### config.mk
export PLATFORM = sky130hd
export DESIGN_NAME = change_trace_logger
export DESIGN_NICKNAME = d
export VERILOG_FILES = /design/src/rtl/change_trace_logger.sv
export SDC_FILE = /design/constraint.sdc
export NUM_CORES = 1
export LEC_CHECK = 0
export CAP_MARGIN = 15
export CORE_MARGIN = 10
export CORE_UTILIZATION = 40
export DETAILED_ROUTE_END_ITERATION = 10
export SYNTH_ARGS = -nofsm -noshare
export SYNTH_HDL_FRONTEND = slang
export SYNTH_SLANG_ARGS = --single-unit
### constraint.sdc
create_clock -name clk -period 4.2 [get_ports clk]
set_input_delay 0.84 -clock clk [delete_from_list [all_inputs] [get_ports clk]]
set_output_delay 0.84 -clock clk [all_outputs]
set_load 0.05 [all_outputs]
### src/rtl/change_trace_logger.sv
// change_trace_logger
//   Watches three single-bit signals. Each cycle where capture is enabled and
//   {a,b,c} differs from the value sampled on the previous edge, it stores one
//   record {timestamp, {a,b,c}} in a FIFO. The consumer drains the FIFO with a
//   valid/ready handshake. When a record arrives while the FIFO is full and no
//   pop happens on the same edge, that record is dropped and a sticky overflow
//   flag is set.
//
// Optional feature: define TRACE_DROP_CNT_EN to build an 8-bit saturating
//   counter of dropped records. Without it, drop_cnt is tied to zero.
//
// Parameters
//   TS_W       timestamp counter width (4..32)
//   DEPTH      record buffer depth (power of 2, 2..64)
// Ports
//   clk        rising-edge clock
//   rst        synchronous active-high reset
//   en         capture enable
//   a, b, c    monitored signals
//   out_ready  consumer accepts the head record
//   ovf_clr    clears ovf (and drop_cnt)
//   out_valid  a head record is present
//   out_ts     timestamp of the head record (0 while the buffer is empty)
//   out_abc    {a,b,c} of the head record (0 while the buffer is empty)
//   level      number of stored records
//   ovf        sticky flag: at least one record was dropped
//   drop_cnt   number of dropped records (0 unless TRACE_DROP_CNT_EN)
module change_trace_logger #(
  parameter int TS_W  = 16,
  parameter int DEPTH = 8
) (
  input  logic                     clk,
  input  logic                     rst,
  input  logic                     en,
  input  logic                     a,
  input  logic                     b,
  input  logic                     c,
  input  logic                     out_ready,
  input  logic                     ovf_clr,
  output logic                     out_valid,
  output logic [TS_W-1:0]          out_ts,
  output logic [2:0]               out_abc,
  output logic [$clog2(DEPTH):0]   level,
  output logic                     ovf,
  output logic [7:0]               drop_cnt
);

  localparam int AW = $clog2(DEPTH);
  localparam int LW = AW + 1;
  localparam int RW = TS_W + 3;

  logic [TS_W-1:0] ts_cnt;
  logic [2:0]      prev;
  logic [2:0]      abc;
  logic [AW-1:0]   wr_ptr;
  logic [AW-1:0]   rd_ptr;
  logic [LW-1:0]   count;
  logic [RW-1:0]   mem [DEPTH];
  logic [RW-1:0]   head;

  logic change;
  logic full;
  logic pop;
  logic push;
  logic drop;

  always_comb begin
    abc    = {a, b, c};
    change = en && (abc != prev);
    full   = (count == LW'(DEPTH));
    pop    = out_valid && out_ready;
    // When the buffer is full, a simultaneous pop frees the slot that the
    // write pointer already points at, so the push can still be accepted.
    push   = change && (!full || pop);
    drop   = change && full && !pop;
  end

  always_ff @(posedge clk) begin
    if (rst) begin
      ts_cnt <= '0;
      prev   <= '0;
      wr_ptr <= '0;
      rd_ptr <= '0;
      count  <= '0;
      ovf    <= 1'b0;
    end else begin
      ts_cnt <= ts_cnt + 1'b1;
      prev   <= abc;
      if (push) wr_ptr <= wr_ptr + 1'b1;
      if (pop)  rd_ptr <= rd_ptr + 1'b1;
      unique case ({push, pop})
        2'b10:   count <= count + LW'(1);
        2'b01:   count <= count - LW'(1);
        default: count <= count;
      endcase
      if (drop)         ovf <= 1'b1;
      else if (ovf_clr) ovf <= 1'b0;
    end
  end

  // Record storage needs no reset: the outputs are masked while empty.
  always_ff @(posedge clk) begin
    if (!rst && push) mem[wr_ptr] <= {ts_cnt, abc};
  end

  always_comb begin
    head      = mem[rd_ptr];
    out_valid = (count != '0);
    level     = count;
    out_ts    = out_valid ? head[RW-1:3] : '0;
    out_abc   = out_valid ? head[2:0]    : '0;
  end

`ifdef TRACE_DROP_CNT_EN
  logic [7:0] dcnt;

  always_ff @(posedge clk) begin
    if (rst) begin
      dcnt <= '0;
    end else if (drop) begin
      // A clear on the same edge as a drop restarts the count at that drop.
      if (ovf_clr)            dcnt <= 8'd1;
      else if (dcnt != '1)    dcnt <= dcnt + 8'd1;
    end else if (ovf_clr) begin
      dcnt <= '0;
    end
  end

  assign drop_cnt = dcnt;
`else
  assign drop_cnt = '0;
`endif

endmodule

==> run metrics, run 1 <==
largest net degree at the start of global routing 39; CTS tree yes; Final nets 479; Area Overhead vs Synth 17.57%; Max Cap Violations 0; core area 17960 um2; Iter 0 DRT Violations 299; IR drop worst, VDD 0.4374 mV; gr usage total 12.31%; number of port buffers 32; latest clock arrival within the worst-skew pair 0.42 ns; Pwr per Cell Area 628.8 nW/um2; achievable clock frequency 282.8 MHz; post-synthesis instance total 414; Sink Count 185; RSZ-0062 raised after global routing false; drt total wl 14.14 mm; DIE AREA 24090 um2; CP Launch Type register; largest fanout on the critical path 38; Die Height 155.2 um; end-of-flow core utilization 47.86%; global-route wire length before repair 22.38 mm; max-slew violation count 0; Worst setup EP type primary output; Compound-Gate Fraction of Synth Area 1.146%; post-route cell area 8597 um2; Hold Path Class register to register; total CTS buffers 17; Worst Hold Path Cells 2; Placed Area 8001 um2; Overflow after GRT 0; slowest CP cell clkdlybuf4s50_1; Detail Placement HPWL 8.734 mm; hold buffers post-CTS 0; final antenna diode count 0; Fillers 1487; static leakage 2.774 nW; WP data arrival 2.70 ns; initial antenna violation count 0; worst r2r path cells 10; sequential area share after synthesis 71.46%; post-synthesis mux area share 15.04%; EDFF count, synth 152; CTS resizes 0; Synth Flop Type edfxtp_1; setup TNS 0 ns; total I/O pin count 41; min Tclk post-route 3.536 ns; total number of vias 3638; Die X 155.2 um; Post-Synth Simple-Gate Area 6.314%; Synth Warn # 0; DRC errors left 0; clock skew 0.009941 ns; Placer Congestion 0.7336; Fin Hold WS 0.4959 ns; Async SR Flop Fraction 0%; post-synthesis cell area 7312 um2; Final Cycle Share 84.20%; setup bufs post-CTS 0; Initial Util 40.70%; Synth Area in XOR/XNOR 2.515%; Vias/cell 5.146; Worst-Margin Slew 0.6922 ns; clock root cell clkbuf_16; num rows 49; syn_area_per_cell 17.66 um2; status finished clean; 1st-pass router iterations 5; adder-cell area share of the yosys netlist 1.129%; max incr delay on CP 0.73 ns; #FFs+latches synth 185; final antenna-violating net count 0; Reg clk slew, reported paths 0.07 ns; Setup CP Type register to primary output; crit path cell chain buf_12 > mux4_2 > mux2i_1 > nor2_1 > clkdlybuf4s50_1; ratio of cells with drive above 1 in the final layout 19.67%; Fin. Hold Viols 0; Clock Tree Buf Depth 2; number of global-route vias before repair 3841; Req. time, crit path 3.36 ns; largest family of logic cells by synthesized area multiplexers; post-synthesis cell type count 41; WL per Instance 20.00 um; H-tree levels 4; Final setup viols 0; slew margin rel. 53.51%
[report_power, final]
part	leakage, nW	switching (mW)	internal [mW]
clock	0.282	0.618	0.992
sequential	1.67	0.0762	2.04
combinational	0.821	1.01	0.673
[Yosys cell counts, types with 2 or more instances]
master / n / area share [%]
edfxtp_1: 152 / 62
nor2_1: 48 / 2.5
mux4_2: 38 / 12
dfxtp_1: 33 / 9.0
mux2i_1: 21 / 2.9
nand2_1: 12 / 0.62
xnor2_1: 11 / 1.3
buf_4: 10 / 1.0
xor2_1: 10 / 1.2
clkbuf_1: 8 / 0.41
nor2b_1: 8 / 0.68
inv_1: 6 / 0.31
nor3_1: 6 / 0.41
buf_2: 5 / 0.34
ha_1: 5 / 0.86
nand3_1: 5 / 0.34
a21oi_1: 4 / 0.27
and4_1: 3 / 0.36
nand4_1: 3 / 0.26
and2_1: 2 / 0.17
and3_1: 2 / 0.17
o21ai_1: 2 / 0.14
or3_1: 2 / 0.17
[stage by stage]
| stage | setup slack [ns] | power [mW] | instances |
|---|---|---|---|
| 6_report | 0.6637 | 5.406 | 707 |
| 5_1_grt | 0.4742 | 5.665 | 707 |
| 4_1_cts | 0.5914 | 5.488 | 707 |
| 3_5_place_dp | 0.6186 | 3.879 | 675 |
| 3_3_place_gp | 0.6733 | 3.866 | 675 |
| 2_1_floorplan | 0.3174 | 3.374 | 421 |
[sequential cells by signal, summed over array words and instances, names as in the netlist, named ones only]
register	cells
level	4
mem	152
ovf	1
prev	3
rd_ptr	3
ts_cnt	16
wr_ptr	3
[critical path, delay by kind of cell, from the launching register on]
kind | cells | cell delay (ns)
muxes | 2 | 0.82
DFF | 1 | 0.34
and+or+nand+nor | 1 | 0.07
buffers and inverters | 2 | 1.03
[cell usage in the layout (no fill, tap or decap), drive strengths merged, types with 2 or more instances in the layout]
cell type      Yosys  layout
a22oi              2       2
nand2             12      12
and4               3       3
nor2              48      48
xor2              10      10
clkbuf             8      23
buf               17      18
mux2i             22      22
clkinv             0       4
mux4              38      38
a21oi              4       4
or3                2       2
nor3               6       6
nor2b              9       9
xnor2             11      11
inv                7       7
o21ai              2       2
nand4              3       3
dfxtp             33      33
edfxtp           152     152
and3               2       2
clkdlybuf4s50      0      32
conb               1       8
bufinv             0       4
nand3              5       5
and2               2       2
ha                 5       5
nor4               2       2
[logic make-up (layout without fill, tap and decap cells)]
family / Yosys count / in the layout
other: 1 / 8
adders and majority gates: 6 / 6
muxes: 61 / 61
xor gates and xnor gates: 21 / 21
buffers and inverters: 32 / 89
and+or+nand+nor: 96 / 96
AOI/OAI and AO/OA: 12 / 12
DFF: 185 / 185
[layout make-up]
| cell class | instances | area, um2 | share of cell area [%] |
|---|---|---|---|
| clock inverter | 9 | 147.6 | 1.717 |
| sequential | 185 | 5228 | 60.81 |
| inverter | 7 | 26.28 | 0.3056 |
| clock buffer | 23 | 447.9 | 5.210 |
| timing repair buffer | 50 | 480.5 | 5.589 |
| tap | 229 | 286.5 | 3.333 |
| multi-input combinational | 204 | 1981 | 23.04 |
[per-layer routing]
layer  part of all wire (%)  GRT usage, %  vias up
met1                     46         16.01     1874
met2                     49         19.25       74
met5                      0             0        -
li1                       -             -     1680
met4                   0.91         4.456        0
met3                    4.7         3.529       10
[path summary, 6_finish.rpt]
path | slack, ns | to | from
worst max-delay path | 0.66 | out_ts[5] | register
worst min register to register | 0.50 | ovf$_SDFFE_PP0P_ | ovf$_SDFFE_PP0P_
worst max register to register | 1.27 | level[3]$_SDFFE_PP0P_ | level[0]$_SDFFE_PP0P_
worst min-delay path | 0.50 | ovf$_SDFFE_PP0P_ | ovf$_SDFFE_PP0P_
Power figures use the tool's default switching activity.
==> run 2: changes to the inputs <==
==> constraint.sdc (replaced) <==
create_clock -name clk -period 3.4 [get_ports clk]
set_input_delay 0.68 -clock clk [delete_from_list [all_inputs] [get_ports clk]]
set_output_delay 0.68 -clock clk [all_outputs]
set_load 0.05 [all_outputs]
==> run 2 against run 1 <==
Against the previous run: utilization is 0.24 points higher; final area is 0.51% higher; flip-flop and latch count stayed put; register-to-register slack worse by 0.47 ns; combinational power is 21% higher; total power is 22% higher; sequential share of layout area is 0.31 points lower; critical endpoint unchanged.
==> run metrics, run 2 (synthesis gave the netlist of run 1 again) <==
status finished clean; setup TNS 0 ns; achievable clock frequency 323.8 MHz; number of global-route vias before repair 3890; most frequent cells in the layout 152 x edfxtp_1, 45 x nor2_1, 38 x mux4_2, 38 x buf_4, 31 x dfxtp_1; total number of vias 3704; end-of-flow core utilization 48.10%; WL per Instance 20.04 um; CTS tree yes; Max Cap Violations 0; WP data arrival 2.41 ns; Pwr per Cell Area 761.4 nW/um2; max incr delay on CP 0.57 ns; Fin. Hold Viols 0; Sink Count 185; Placer Congestion 0.7697; initial antenna violation count 0; global-route wire length before repair 22.58 mm; crit path cell chain buf_4 > mux4_2 > mux2i_1 > nor2_1 > buf_4; Reg clk slew, reported paths 0.06 ns; Die Height 155.2 um; hold buffers post-CTS 0; largest net degree at the start of global routing 24; CP dominant cell by count buf_4; Iter 0 DRT Violations 235; core area 17960 um2; Vias/cell 5.188; DIE AREA 24090 um2; Fin Hold WS 0.5028 ns; Final nets 486; total I/O pin count 41; DRC errors left 0; most common cell after layout, fill and taps aside edfxtp_1; gr usage total 12.39%; Hold Path Class register to register; slew margin rel. 65.57%; CTS resizes 0; Clock Tree Buf Depth 2; drt total wl 14.31 mm; slowest CP cell mux4_2; Final Cycle Share 90.84%; final antenna diode count 0; clock skew 0.008824 ns; latest clock arrival within the worst-skew pair 0.43 ns; static leakage 2.859 nW; RSZ-0062 raised after global routing false; CP Launch Type register; Worst-Margin Slew 0.5149 ns; 1st-pass router iterations 4; clock root cell clkbuf_16; H-tree levels 4; final antenna-violating net count 0; max reg flops 152; number of port buffers 32; max-slew violation count 0; num rows 49; largest fanout on the critical path 20; IR drop worst, VDD 0.5712 mV; Initial Util 40.70%; total CTS buffers 17; Top reg by flops mem; Area Overhead vs Synth 18.17%; Req. time, crit path 2.72 ns; Worst setup EP type primary output; Die X 155.2 um; Overflow after GRT 0; Detail Placement HPWL 9.051 mm; Setup CP Type register to primary output; min Tclk post-route 3.089 ns; ratio of cells with drive above 1 in the final layout 25.77%; Final setup viols 0; setup bufs post-CTS 0
run 2: changes by cell type in the layout (fill, tap and decap cells not counted), sizes merged:
cell / before / now
inv: 7 / 11
clkinvlp: 1 / 0
clkinv: 4 / 5
clkdlybuf4s50: 32 / 15
bufinv: 4 / 0
buf: 18 / 42
run 2: stage by stage:
step	power, mW	cell area [um2]	std cells	worst slack [ns]
finish	6.579	8641	714	0.3113
global route	6.862	8641	714	0.1466
CTS	6.662	8641	714	0.2236
detailed placement	4.757	8054	682	0.1176
global placement	4.743	8054	682	0.1638
floorplan	4.169	7351	421	0.3761
run 2: worst paths after layout:
kind	start	to	slack (ns)	cells after the start
setup reg to reg	level[0]$_SDFFE_PP0P_	level[3]$_SDFFE_PP0P_	0.80	10
hold reg to reg	ovf$_SDFFE_PP0P_	ovf$_SDFFE_PP0P_	0.50	2
hold / removal	ovf$_SDFFE_PP0P_	ovf$_SDFFE_PP0P_	0.50	2
setup / recovery	register	out_ts[5]	0.31	5
run 2: routing by layer:
metal  share of wire [%]  global-route usage (%)
met5                   0                       0
met4                 1.3                   4.813
met3                 5.0                   3.336
met2                  48                   19.40
met1                  46                   16.12
run 2: worst max-delay path, delay by kind of cell (launching register included):
kind / cells / cell delay (ns)
mux: 2 / 0.71
flops: 1 / 0.49
simple gates: 1 / 0.10
buf+inv: 2 / 0.67
run 2: area by class of cell:
type | count | area, um2
clock buffers | 23 | 533.0
flip-flops and latches | 185 | 5228
repair buffers | 57 | 515.5
well taps | 229 | 286.5
inverters | 7 | 26.28
fillers | 1490 | 9323
clock inverters | 9 | 53.80
multi-input cells | 204 | 1998
run 2: report_power, final:
group          internal (mW)  switching, mW
Sequential              2.52          0.113
Combinational          0.783           1.25
Clock                   1.11          0.800
==> run 3: changes to the inputs <==
--- a/config.mk
+++ b/config.mk
@@ -7,7 +7,7 @@
 export LEC_CHECK = 0
 export CAP_MARGIN = 15
 export CORE_MARGIN = 10
-export CORE_UTILIZATION = 40
+export CORE_UTILIZATION = 35
 export DETAILED_ROUTE_END_ITERATION = 10
 export SYNTH_ARGS = -nofsm -noshare
 export SYNTH_HDL_FRONTEND = slang
==> run 3 against run 2 <==
Against the previous run: clock skew rose by 0.0024 ns; sequential power fell by 2%; largest power group unchanged; largest cell class unchanged; count of clock-buffer cells in the layout decreased by 6; critical endpoint is now level[3]$_SDFFE_PP0P_; combinational power rose by 21%.
==> run metrics, run 3 (synthesis gave the netlist of run 1 again) <==
Pwr per Cell Area 777.9 nW/um2; R2R setup slack 0.83 ns; global-route wire length before repair 21.62 mm; Crit. path cell count 10; max-slew violation count 0; crit path cell chain clkdlybuf4s50_1 > xor2_1 > o31a_2 > nor2b_4 > ha_1 > a21o_1 > a21oi_1 > nor2_1 > a22oi_2 > mux2_1; delay-heaviest family, CP compound AO/OA/AOI/OAI gates; drt total wl 13.64 mm; met3 track demand over resource 3.037%; hold buffers post-CTS 0; Overflow after GRT 0; Clock Tree Buf Depth 2; CP Buf/Inv Count 1; total number of vias 3560; Area Overhead vs Synth 20.70%; Top reg by flops mem; Setup CP Type primary input to register; worst r2r src level[0]$_SDFFE_PP0P_; largest fanout on the critical path 10; IR drop worst, VDD 0.5028 mV; CTS tree yes; largest net degree at the start of global routing 39; gr usage total 10.69%; Fin Hold WS 0.5004 ns; Die Height 164.5 um; H-tree levels 4; met1 usage 13.22%; Detail Placement HPWL 8.156 mm; Initial Util 35.91%; Worst Setup EP level[3]$_SDFFE_PP0P_; end-of-flow core utilization 43.34%; num rows 52; CP Launch Type primary input; final antenna-violating net count 0; crit path launch c; final antenna diode count 0; slew margin rel. 57.45%; Vias/cell 4.772; max incr delay on CP 0.58 ns; Placer Congestion 0.6952; ratio of cells with drive above 1 in the final layout 24.79%; setup TNS 0 ns; most frequent cells in the layout 152 x edfxtp_1, 45 x nor2_1, 38 x mux4_2; Die X 164.5 um; latest clock arrival within the worst-skew pair 0.43 ns; initial antenna violation count 0; Final nets 477; total CTS buffers 17; most common cell after layout, fill and taps aside edfxtp_1; GRT busiest layer met2; achievable clock frequency 341.6 MHz; static leakage 2.852 nW; Fin. Hold Viols 0; Hold Path Class register to register; Worst-Margin Slew 0.6362 ns; 1st-pass router iterations 4; WL per Instance 18.28 um; number of port buffers 32; min Tclk post-route 2.928 ns; Final setup viols 0; number of global-route vias before repair 3767; RSZ-0062 raised after global routing false; WP data arrival 3.25 ns; status finished clean; Final Cycle Share 86.11%; Worst setup EP type register; core area 20360 um2; CTS resizes 0; Max Cap Violations 0; max reg flops 152; Placed Area 8282 um2; Iter 0 DRT Violations 250; DIE AREA 27070 um2; setup bufs post-CTS 0; total power 6.866 mW; total I/O pin count 41; Fillers 1762; Reg clk slew, reported paths 0.07 ns; clock skew 0.01120 ns; DRC errors left 0; Sink Count 185; slowest CP cell clkdlybuf4s50_1; met2 Use GR 17.41%; Req. time, crit path 3.72 ns; worst r2r path cells 10; endpoint of the worst register-to-register path level[3]$_SDFFE_PP0P_; post-route cell area 8826 um2; clock root cell clkbuf_16
-- run 3: cell count changes in the layout (fill, tap and decap cells not counted), sizes merged --
cell / delta
buf: -7
clkbuf: -6
clkdlybuf4s50: -2
clkinv: +2
clkinvlp: +2
inv: +2
-- run 3: area by class of cell --
class	count	area, um2	share of cell area, %
clock inverter	15	118.9	1.347
multi-input combinational	204	1998	22.64
clock buffer	17	425.4	4.820
tap	270	337.8	3.828
timing repair buffer	48	693.2	7.854
inverter	7	26.28	0.2977
sequential	185	5226	59.21
-- run 3: metal layers --
layer	routed length, um	vias up
met5	0	-
met4	222	0
met3	554	17
met2	6761	62
met1	6101	1807
li1	-	1674
-- run 3: metrics by stage --
stage	setup slack [ns]	std cells
after floorplan	0.3761	421
after global placement	0.1124	714
after detailed placement	0.02149	714
after CTS	0.4649	746
after global routing	0.3132	746
final	0.4724	746
-- run 3: tightest hold or removal path, delay by kind of cell, from the launching register on --
kind             cells  cell delay, ns
flip-flops           1            0.33
AND/OR/NAND/NOR      1            0.08
AO/OA/AOI/OAI        1            0.06
-- run 3: how the worst min path moves through the flow --
stage	startpoint	to	slack [ns]	cells after the start
2_1_floorplan	rd_ptr[2]$_SDFFE_PP0N_	register	0.48	2
3_3_place_gp	ovf$_SDFFE_PP0P_	ovf$_SDFFE_PP0P_	0.49	2
3_5_place_dp	ovf$_SDFFE_PP0P_	ovf$_SDFFE_PP0P_	0.48	2
4_1_cts	ovf$_SDFFE_PP0P_	ovf$_SDFFE_PP0P_	0.51	2
5_1_grt	rd_ptr[2]$_SDFFE_PP0N_	rd_ptr[2]$_SDFFE_PP0N_	0.57	2
6_report	ovf$_SDFFE_PP0P_	ovf$_SDFFE_PP0P_	0.50	2
-- run 3: power breakdown --
part | total (mW) | internal [mW] | leakage, nW | switching [mW]
sequential | 2.59 | 2.52 | 1.67 | 0.0736
clock | 1.80 | 0.948 | 0.264 | 0.850
combinational | 2.47 | 1.13 | 0.918 | 1.35
